File: config.mk
export PLATFORM = sky130hd
export DESIGN_NAME = modulation_gen_mph
export DESIGN_NICKNAME = d
export VERILOG_FILES = /design/src/rtl/mod_gen_pkg.sv /design/src/rtl/pulse_delay_line.sv /design/src/rtl/modulation_gen_mph.sv
export SDC_FILE = /design/constraint.sdc
export NUM_CORES = 1
export LEC_CHECK = 0
export BUFFER_PORTS_ARGS = -buffer_cell sky130_fd_sc_hd__buf_2
export CAP_MARGIN = 20
export CORE_MARGIN = 2
export CORE_UTILIZATION = 35
export CTS_CLUSTER_DIAMETER = 200
export DETAILED_ROUTE_END_ITERATION = 10
export HOLD_SLACK_MARGIN = 0.05
export SETUP_SLACK_MARGIN = 0.15
export SYNTH_ARGS = -nofsm -noshare
export SYNTH_HDL_FRONTEND = slang
export SYNTH_SLANG_ARGS = --single-unit
File: constraint.sdc
create_clock -name i_clk -period 9 [get_ports i_clk]
set_clock_uncertainty 0.2 [all_clocks]
set_input_delay 0.9 -clock i_clk [delete_from_list [all_inputs] [get_ports i_clk]]
set_output_delay 0.9 -clock i_clk [all_outputs]
set_load 0.01 [all_outputs]
File: src/rtl/mod_gen_pkg.sv
// Shared types and helpers for the multi-phase modulation generator.
// Pure declarations and functions; adds no clock latency.
// No flow control; nothing here holds state.
package mod_gen_pkg;

    typedef enum logic {IDLE, RUN} state_t;

    localparam int PHASE_W = 3;

    // Force the requested phase count into [2, max_n].
    function automatic logic [3:0] clamp_nphase(input logic [7:0] n, input logic [3:0] max_n);
        if (n < 8'd2) begin
            return 4'd2;
        end else if (n > {4'b0000, max_n}) begin
            return max_n;
        end else begin
            return n[3:0];
        end
    endfunction

    // Signed add of two sign-extended operands, clamped to the range of a w-bit signed value.
    // The caller keeps the low w bits of the result.
    function automatic logic signed [63:0] sat_add(input logic signed [63:0] a,
                                                   input logic signed [63:0] b,
                                                   input int unsigned       w);
        logic signed [64:0] s;
        logic signed [64:0] maxv;
        logic signed [64:0] minv;
        s    = {a[63], a} + {b[63], b};
        maxv = (65'sd1 <<< (w - 1)) - 65'sd1;
        minv = -(65'sd1 <<< (w - 1));
        if (s > maxv) begin
            return maxv[63:0];
        end else if (s < minv) begin
            return minv[63:0];
        end else begin
            return s[63:0];
        end
    endfunction

endpackage

File: src/rtl/pulse_delay_line.sv
// Delays a single-bit pulse by DLY clocks through a shift register.
// Latency DLY clocks; DLY=0 is a straight wire.
// No backpressure; i_clr synchronously drops every pulse in flight.
module pulse_delay_line #(
    parameter int DLY = 2
) (
    input  logic i_clk,
    input  logic i_rst_n,
    input  logic i_clr,
    input  logic i_pulse,
    output logic o_pulse
);

    generate
        if (DLY == 0) begin : g_wire
            assign o_pulse = i_pulse;
        end else begin : g_shift
            logic [DLY-1:0] r_sr;

            // Shift the pulse one stage per clock; clear empties the whole line.
            always_ff @(posedge i_clk or negedge i_rst_n) begin
                if (!i_rst_n) begin
                    r_sr <= '0;
                end else if (i_clr) begin
                    r_sr <= '0;
                end else begin
                    r_sr[0] <= i_pulse;
                    for (int k = 1; k < DLY; k++) begin
                        r_sr[k] <= r_sr[k-1];
                    end
                end
            end

            assign o_pulse = r_sr[DLY-1];
        end
    endgenerate

endmodule

File: src/rtl/modulation_gen_mph.sv
// Multi-phase square-wave modulation generator with per-phase amplitude, saturating offset and step trigger.
// Output is registered: first phase appears 2 clocks after i_en is sampled high; step trigger trails each phase entry by TRIG_DLY.
// No backpressure; settings are shadowed and only take effect at a period boundary.
module modulation_gen_mph
    import mod_gen_pkg::*;
#(
    parameter int OUTPUT_BIT = 32,
    parameter int NUM_PHASE  = 4,
    parameter int TRIG_DLY   = 2
) (
    input  logic                            i_clk,
    input  logic                            i_rst_n,
    input  logic                            i_en,
    input  logic [31:0]                     i_freq_cnt,
    input  logic [$clog2(NUM_PHASE):0]      i_nphase,
    input  logic [NUM_PHASE*OUTPUT_BIT-1:0] i_amp,
    input  logic [OUTPUT_BIT-1:0]           i_offset,
    output logic [OUTPUT_BIT-1:0]           o_mod_out,
    output logic [PHASE_W-1:0]              o_phase,
    output logic                            o_status,
    output logic                            o_stepTrig,
    output logic                            o_cycle_start
);

    state_t                          r_state;
    state_t                          w_state_nxt;

    logic [NUM_PHASE*OUTPUT_BIT-1:0] r_amp_sh;
    logic signed [OUTPUT_BIT-1:0]    r_offset_sh;
    logic [31:0]                     r_dwell_sh;
    logic [3:0]                      r_nphase_sh;

    logic [31:0]                     r_cnt;
    logic [PHASE_W-1:0]              r_phase;
    logic [OUTPUT_BIT-1:0]           r_mod_out;
    logic                            r_cycle_start;
    logic                            r_event;
    logic                            r_start;

    logic                            w_load_sh;
    logic                            w_enter;
    logic                            w_stop;
    logic                            w_last;
    logic [PHASE_W-1:0]              w_phase_nxt;

    logic [NUM_PHASE*OUTPUT_BIT-1:0] w_amp_src;
    logic signed [OUTPUT_BIT-1:0]    w_off_src;
    logic [31:0]                     w_dwell_src;
    logic signed [OUTPUT_BIT-1:0]    w_amp_sel;
    logic signed [63:0]              w_sum64;

    assign w_last = ({1'b0, r_phase} == (r_nphase_sh - 4'd1));

    // A wrap reloads the shadows on the same edge, so phase 0 must be built from the live inputs.
    assign w_amp_src   = w_load_sh ? i_amp      : r_amp_sh;
    assign w_off_src   = w_load_sh ? i_offset   : r_offset_sh;
    assign w_dwell_src = w_load_sh ? i_freq_cnt : r_dwell_sh;

    // Pick the amplitude of the phase being entered.
    always_comb begin
        w_amp_sel = '0;
        for (int k = 0; k < NUM_PHASE; k++) begin
            if (w_phase_nxt == PHASE_W'(k)) begin
                w_amp_sel = w_amp_src[k*OUTPUT_BIT +: OUTPUT_BIT];
            end
        end
    end

    assign w_sum64 = sat_add(64'(w_amp_sel), 64'(w_off_src), OUTPUT_BIT);

    // State register.
    always_ff @(posedge i_clk or negedge i_rst_n) begin
        if (!i_rst_n) begin
            r_state <= IDLE;
        end else begin
            r_state <= w_state_nxt;
        end
    end

    // Next state and per-edge control; a falling i_en takes priority over any phase boundary.
    always_comb begin
        w_state_nxt = r_state;
        w_load_sh   = 1'b0;
        w_enter     = 1'b0;
        w_stop      = 1'b0;
        w_phase_nxt = r_phase;
        case (r_state)
            IDLE: begin
                if (i_en) begin
                    w_state_nxt = RUN;
                    w_load_sh   = 1'b1;
                end
            end
            RUN: begin
                if (!i_en) begin
                    w_state_nxt = IDLE;
                    w_stop      = 1'b1;
                end else if (r_start) begin
                    w_enter     = 1'b1;
                    w_phase_nxt = '0;
                end else if (r_cnt == 32'd0) begin
                    w_enter = 1'b1;
                    if (w_last) begin
                        w_phase_nxt = '0;
                        w_load_sh   = 1'b1;
                    end else begin
                        w_phase_nxt = r_phase + 3'd1;
                    end
                end
            end
            default: w_state_nxt = IDLE;
        endcase
    end

    // Shadow registers, dwell counter, phase index and registered outputs.
    always_ff @(posedge i_clk or negedge i_rst_n) begin
        if (!i_rst_n) begin
            r_amp_sh      <= '0;
            r_offset_sh   <= '0;
            r_dwell_sh    <= '0;
            r_nphase_sh   <= '0;
            r_cnt         <= '0;
            r_phase       <= '0;
            r_mod_out     <= '0;
            r_cycle_start <= 1'b0;
            r_event       <= 1'b0;
            r_start       <= 1'b0;
        end else begin
            r_cycle_start <= 1'b0;
            r_event       <= 1'b0;
            if (w_load_sh) begin
                r_amp_sh    <= i_amp;
                r_offset_sh <= i_offset;
                r_dwell_sh  <= i_freq_cnt;
                r_nphase_sh <= clamp_nphase(8'(i_nphase), 4'(NUM_PHASE));
            end
            if (w_stop) begin
                r_mod_out <= '0;
                r_phase   <= '0;
                r_cnt     <= '0;
                r_start   <= 1'b0;
            end else if (r_state == IDLE) begin
                r_start <= i_en;
            end else if (w_enter) begin
                r_mod_out     <= w_sum64[OUTPUT_BIT-1:0];
                r_phase       <= w_phase_nxt;
                r_cnt         <= w_dwell_src;
                r_event       <= 1'b1;
                r_cycle_start <= (w_phase_nxt == '0);
                r_start       <= 1'b0;
            end else begin
                r_cnt <= r_cnt - 32'd1;
            end
        end
    end

    pulse_delay_line #(
        .DLY (TRIG_DLY)
    ) u_trig_dly (
        .i_clk   (i_clk),
        .i_rst_n (i_rst_n),
        .i_clr   (w_stop),
        .i_pulse (r_event),
        .o_pulse (o_stepTrig)
    );

    assign o_mod_out     = r_mod_out;
    assign o_phase       = r_phase;
    assign o_cycle_start = r_cycle_start;
    assign o_status      = (r_state == RUN) && ({1'b0, r_phase} >= (r_nphase_sh >> 1));

endmodule

; ---- Yosys cells after proc, flatten, opt, wreduce, memory -nomap -nowiden
; Index checks and enable logic that the tools add are counted.
[totals]
wordCells = 80
ff_bits = 269
[classes]
n_reduce_logical = 6
magnitude_cmp = 5
n_eq_ne = 5
n_addsub = 4
muxes = 47
n_bitwise = 1
[ops]
columns = op, count
row1 = 32-bit two-way mux, 14
row2 = 128-bit two-way mux, 1
row3 = 32-bit by 32-bit adder with 33-bit output, 1
row4 = "33-bit by 32-bit > comparator with 1-bit output, second input constant", 1
row5 = "33-bit by 32-bit < comparator with 1-bit output, second input constant", 1
row6 = 32-bit logical NOT, 1
row7 = "32-bit by 1-bit subtractor with 32-bit output, second input constant", 1
row8 = 3-bit two-way mux, 10
row9 = 1-bit two-way mux, 20
row10 = "3-bit by 2-bit == test with 1-bit output, second input constant", 2
row11 = 3-bit by 4-bit == test with 1-bit output, 1
row12 = 2-bit nonzero test, 2
row13 = "4-bit by 1-bit subtractor with 4-bit output, second input constant", 1
row14 = "3-bit by 1-bit adder with 3-bit output, second input constant", 1
row15 = "3-bit by 1-bit == test with 1-bit output, second input constant", 1
row16 = 3-bit greater-or-equal comparator, 1
row17 = "3-bit > comparator, second input constant", 1
row18 = 3-bit logical NOT, 1
row19 = "3-bit by 2-bit < comparator with 1-bit output, second input constant", 1
row20 = "3-bit by 1-bit inequality test with 1-bit output, second input constant", 1
row21 = 2-bit two-way mux, 1
row22 = 1-bit case mux with 2 select lines, 1
row23 = 2-bit AND reduction, 1
row24 = 1-bit logical AND, 1
row25 = 1-bit inverter, 1

; ---- Longest topological paths before layout
[depth]
ltp_word = 19
depth_mapped = 24

; ---- Cells and area by module
; A second synthesis with hierarchy kept.
[unflattened]
hier_cells = 1272
hier_area_um2 = 13953.4
[modules_own_cells]
columns = module, area_per_inst_um2, seq_area_each_um2, cells_each, n_inst
row1 = modulation_gen_mph, 13890.8, 6656.4, 1268, 1
row2 = pulse_delay_line, 62.6, 50.0, 4, 1

; ---- Worst setup path after synthesis
; Ideal clock, no wire load.
[synth_path]
path_type = reg2reg
from = register r_cnt[4]
to = register r_mod_out[20] (netlist: o_mod_out[20])
path_slack_ns = 3.008
required_ns = 8.674
arrival_time_ns = 5.666
path_buffers = 3
path_stages_with_launch = 21
cell_sequence = dfrtp_1 > buf_6 > or4_4 > or3_1 > buf_2 > nor3_1 > nand3_1 > mux2i_2 > buf_2 > mux2_2 > o21a_1 > ha_1 > fa_1 > a21o_1 > a221oi_1 > a21boi_0 > or2_2 > a211oi_1 > o21bai_1 > xor2_1 > a221o_1
[synth_between]
elab_chain_len = 17
word_cells_on_any_way = 33
classes_between = add/sub: 1 / order compare: 2 / eq/ne: 3 / mux: 23 / reduce/logical: 4
[synth_rtl]
columns = item, line_no
row1 = from (decl), modulation_gen_mph.sv:33  ; logic [31:0] r_cnt;
row2 = from (signal assigned), modulation_gen_mph.sv:147  ; r_cnt <= w_dwell_src;
row3 = from (signal assigned), modulation_gen_mph.sv:152  ; r_cnt <= r_cnt - 32'd1;
row4 = 32-bit logical NOT (*), modulation_gen_mph.sv:101  ; end else if (r_cnt == 32'd0) begin
row5 = 1-bit two-way mux / 3-bit two-way mux (equally long branches), modulation_gen_mph.sv:101
row6 = 1-bit two-way mux / 3-bit two-way mux (equally long branches), modulation_gen_mph.sv:98  ; end else if (r_start) begin
row7 = 1-bit two-way mux / 3-bit two-way mux (equally long branches), modulation_gen_mph.sv:95  ; if (!i_en) begin
row8 = 1-bit case mux with 2 select lines / 3-bit two-way mux (equally long branches), modulation_gen_mph.sv:87  ; case (r_state)
row9 = 128-bit two-way mux / 3-bit logical NOT (equally long branches), n/a
row10 = 32-bit two-way mux (4 in a row), modulation_gen_mph.sv:63  ; if (w_phase_nxt == PHASE_W'(k)) begin
row11 = 32-bit by 32-bit adder with 33-bit output, mod_gen_pkg.sv:29  ; s = {a[63], a} + {b[63], b};
row12 = 33-bit by 32-bit < comparator with 1-bit output, mod_gen_pkg.sv:34  ; end else if (s < minv) begin
row13 = 32-bit two-way mux, mod_gen_pkg.sv:34
row14 = 32-bit two-way mux, mod_gen_pkg.sv:32  ; if (s > maxv) begin
row15 = 32-bit two-way mux, modulation_gen_mph.sv:144  ; end else if (w_enter) begin
row16 = 32-bit two-way mux, modulation_gen_mph.sv:142  ; end else if (r_state == IDLE) begin
row17 = 32-bit two-way mux, modulation_gen_mph.sv:137  ; if (w_stop) begin
row18 = to (signal assigned), modulation_gen_mph.sv:145  ; r_mod_out <= w_sum64[OUTPUT_BIT-1:0];
row19 = to (decl), modulation_gen_mph.sv:35  ; logic [OUTPUT_BIT-1:0] r_mod_out;
; Every way passes the cells marked *; elsewhere a longest branch is shown, timed or not. The select of a mux whose other input is x is not followed.
; A chain may end at the register's enable or synchronous reset.

; ---- Final worst setup path
[layout_path]
from = register r_cnt[14]
to = register r_mod_out[27] (netlist: o_mod_out[27])
; The elaborated chain is that of the path after synthesis.

==> results.sh <==
export IMPL_outcome="finished, final reports clean"
export IMPL_ir_drop_mv=0.169
export IMPL_dp_hpwl_mm=27.6
export IMPL_period_share_pct=80.9
export IMPL_dpl_cell_area_um2=15600
export IMPL_synth_most_common_cell="dfrtp_1"
export IMPL_io_pins=236
export IMPL_synthesis_instances=1271
export IMPL_start_util_pct=35.4
export IMPL_p_leak_nw=8.01
export IMPL_yosysTopAreaCell="dfrtp_1"
export IMPL_synth_top_family_by_area="multiplexers"
export IMPL_die_h_um=204
export IMPL_r2r_end="o_mod_out[27]$_DFFE_PN0P_"
export IMPL_drive_gt1_share_pct=30.7
export IMPL_p_per_area_nw_per_um2=238
export IMPL_globalplace_congestion=0.860
export IMPL_track_usage_pct=18.2
export IMPL_fp_row_count=73
export IMPL_reg2regPathDepth=20
export IMPL_clk_pin_slew_ps=60
export IMPL_synth_edf_count=0
export IMPL_synth_common_cells="268 x dfrtp_1, 145 x mux2_2, 95 x inv_1"
export IMPL_synthTopCellsByArea="dfrtp_1 48%, mux2_2 12%, mux2i_1 4.9%"
export IMPL_syn_area_um2=14000
export IMPL_wirelength_mm=38.7
export IMPL_drv_cap=0
export IMPL_final_hold_violation_count=0
export IMPL_slew_headroom_pct=30.4
export IMPL_vias=10600
export IMPL_synth_cell_types=67
export IMPL_die_area_um2=41700
export IMPL_htree_num_levels=1
export IMPL_grt_max_degree=161
export IMPL_rrSetupSlack_ps=1720
export IMPL_cts_setup_buffers=0
export IMPL_cts_buffer_depth=3
export IMPL_utilization_pct=42.1
export IMPL_synth_area_mux_share_pct=17.9
export IMPL_grt_pass1_wl_mm=59.2
export IMPL_synth_nets=1508
export IMPL_final_max_slew_viol_count=0
export IMPL_antenna_left=0
export IMPL_synthFlopType="dfrtp_1"
export IMPL_cts_root_buffer="clkbuf_16"
export IMPL_worst_pin_slew_ps=1040
export IMPL_period_minus_slack_ps=7280
export IMPL_cp_end_kind="flip-flop"
export IMPL_cts_tree="built"
export IMPL_cts_resized=0
export IMPL_final_cell_area_um2=16700
export IMPL_die_w_um=204
export IMPL_insertion_delay_ps=590
export IMPL_cts_inserted_buffers=31
export IMPL_first_global_vias=10300
export IMPL_route_detailed_drc=0
export IMPL_yosys_warnings=0
export IMPL_worst_slack_ps=1720
export IMPL_fmax_mhz=137
export IMPL_synthToLayoutAreaGrowth_pct=19.0
export IMPL_coreArea_um2=39600
export IMPL_wire_per_inst_um=19.1
export IMPL_cp_max_fo=34
export IMPL_nNetsFinal=1714
export IMPL_antenna_found_initial=2
export IMPL_syn_area_per_cell_um2=11.0
export IMPL_start_kind="flip-flop"
export IMPL_cts_hold_buf=0
export IMPL_seq_area_frac_synth_pct=47.8
export IMPL_fin_setup_tns_ps=0
export IMPL_hold_class="input pin to async pin"
export IMPL_vias_per_cell=5.24
export IMPL_dr_pass1_iters=6
export IMPL_numClockSinks=268
export IMPL_grt_overflow=0
export IMPL_rsz0062_at_grt="no"
export IMPL_drtIter0Drc=735
export IMPL_crit_arrival_ps=7550
export IMPL_synth_compound_area_share_pct=15.3
export IMPL_port_buffers=235
export IMPL_r2r_start="r_cnt[14]$_DFFE_PN0P_"
export IMPL_yosys_area_top_type_share_pct=47.8
export IMPL_synth_seq_cells=268
export IMPL_synthAdderAreaFrac_pct=3.53
export IMPL_power_w=0.00398
export IMPL_synthSimpleGateAreaFrac_pct=8.30
export IMPL_dpl_worst_slack_ps=1620
export IMPL_path_class="flip-flop to flip-flop"
export IMPL_async_flop_share_pct=100
export IMPL_synth_xor_area_share_pct=1.81
export IMPL_cp_required_ps=9270
export IMPL_setup_violations=0
## per-stage QoR
stage	instances	hold slack, ps
after detailed placement	1967	245
after global placement	1967	238
after floorplan	1271	228
final	2024	151
after CTS	2021	209
after global routing	2023	207
## area by class of cell
class | count | area, µm²
repair buffers | 247 | 1320
inverters | 96 | 360
well taps | 525 | 657
flip-flops and latches | 268 | 6710
clock inverters | 11 | 136
fillers | 3874 | 23000
multi-input cells | 833 | 6610
clock buffers | 43 | 901
diodes | 1 | 2.50
## cells in the final DEF, fill, tap and decap left out, types with 10 or more instances in the layout
master	count
ha_1	38
nor2_1	45
nand2_1	59
mux2_2	145
nand3_1	10
nor3_1	38
mux2i_1	69
o21ai_1	17
o21ai_0	54
xor2_1	11
o21a_1	34
o221ai_1	38
mux2_1	15
buf_2	234
a21o_1	12
inv_1	95
a21oi_1	59
a211oi_1	11
clkbuf_16	31
xnor2_1	18
a221o_1	31
nand4_1	15
dfrtp_1	268
## flip-flops by register name, indices dropped and copies added, names as in the netlist
| signal | flops |
|---|---|
| o_cycle_start | 1 |
| o_mod_out | 32 |
| o_phase | 3 |
| r_amp_sh | 128 |
| r_cnt | 32 |
| r_dwell_sh | 32 |
| r_event | 1 |
| r_nphase_sh | 3 |
| r_offset_sh | 32 |
| r_start | 1 |
| r_state | 1 |
| u_trig_dly.g_shift.r_sr | 2 |
## how the worst max path moves through the flow
| stage | endpoint | depth (start not counted) | startpoint | slack [ps] |
|---|---|---|---|---|
| 2_1_floorplan | o_mod_out[20]$_DFFE_PN0P_ | 20 | r_cnt[4]$_DFFE_PN0P_ | 3010 |
| 3_5_place_dp | o_mod_out[12]$_DFFE_PN0P_ | 19 | r_cnt[14]$_DFFE_PN0P_ | 1620 |
| 6_report | o_mod_out[27]$_DFFE_PN0P_ | 20 | r_cnt[14]$_DFFE_PN0P_ | 1720 |
| 4_1_cts | o_mod_out[14]$_DFFE_PN0P_ | 19 | r_cnt[14]$_DFFE_PN0P_ | 1600 |
| 3_3_place_gp | o_mod_out[3]$_DFFE_PN0P_ | 19 | r_cnt[14]$_DFFE_PN0P_ | 1740 |
| 5_1_grt | o_mod_out[20]$_DFFE_PN0P_ | 20 | r_cnt[14]$_DFFE_PN0P_ | 1230 |
## cells by family (layout without fill, tap and decap cells)
logic type | after synthesis | in the layout
fa+ha+maj | 39 | 39
mux | 230 | 230
simple gates | 229 | 229
flops | 268 | 268
compound gates | 306 | 306
buf+inv | 170 | 397
xor+xnor | 29 | 29
other cells | 0 | 1
## report_power, final
part | switching (W) | internal, W | total, W
logic | 0.000686 | 0.000504 | 0.00119
registers | 0.000104 | 0.00141 | 0.00151
clock network | 0.000520 | 0.000756 | 0.00128
## worst max-delay path, cell delays in order (launching register included)
cell	delay [ps]
dfrtp_1	450
or4_1	610
nand4b_2	410
o31a_1	670
o31ai_4	450
o21ai_2	120
or2_2	550
buf_4	350
o21a_1	230
ha_1	220
fa_1	400
a21o_1	210
a221oi_1	250
buf_4	180
a21boi_0	130
o31ai_1	480
nor3_1	90
a2bb2oi_1	210
o21a_1	380
buf_8	250
a221o_1	300
## routing by layer
layer / global-route usage [%] / up-vias / wire, µm
met1: 26.9 / 5170 / 18400
met2: 27.1 / 331 / 17000
li1: - / 5043 / -
met4: 5.75 / 2 / 1040
met5: 0 / - / 12
met3: 2.81 / 56 / 2240
No activity file was read; power rests on OpenSTA's default activity.
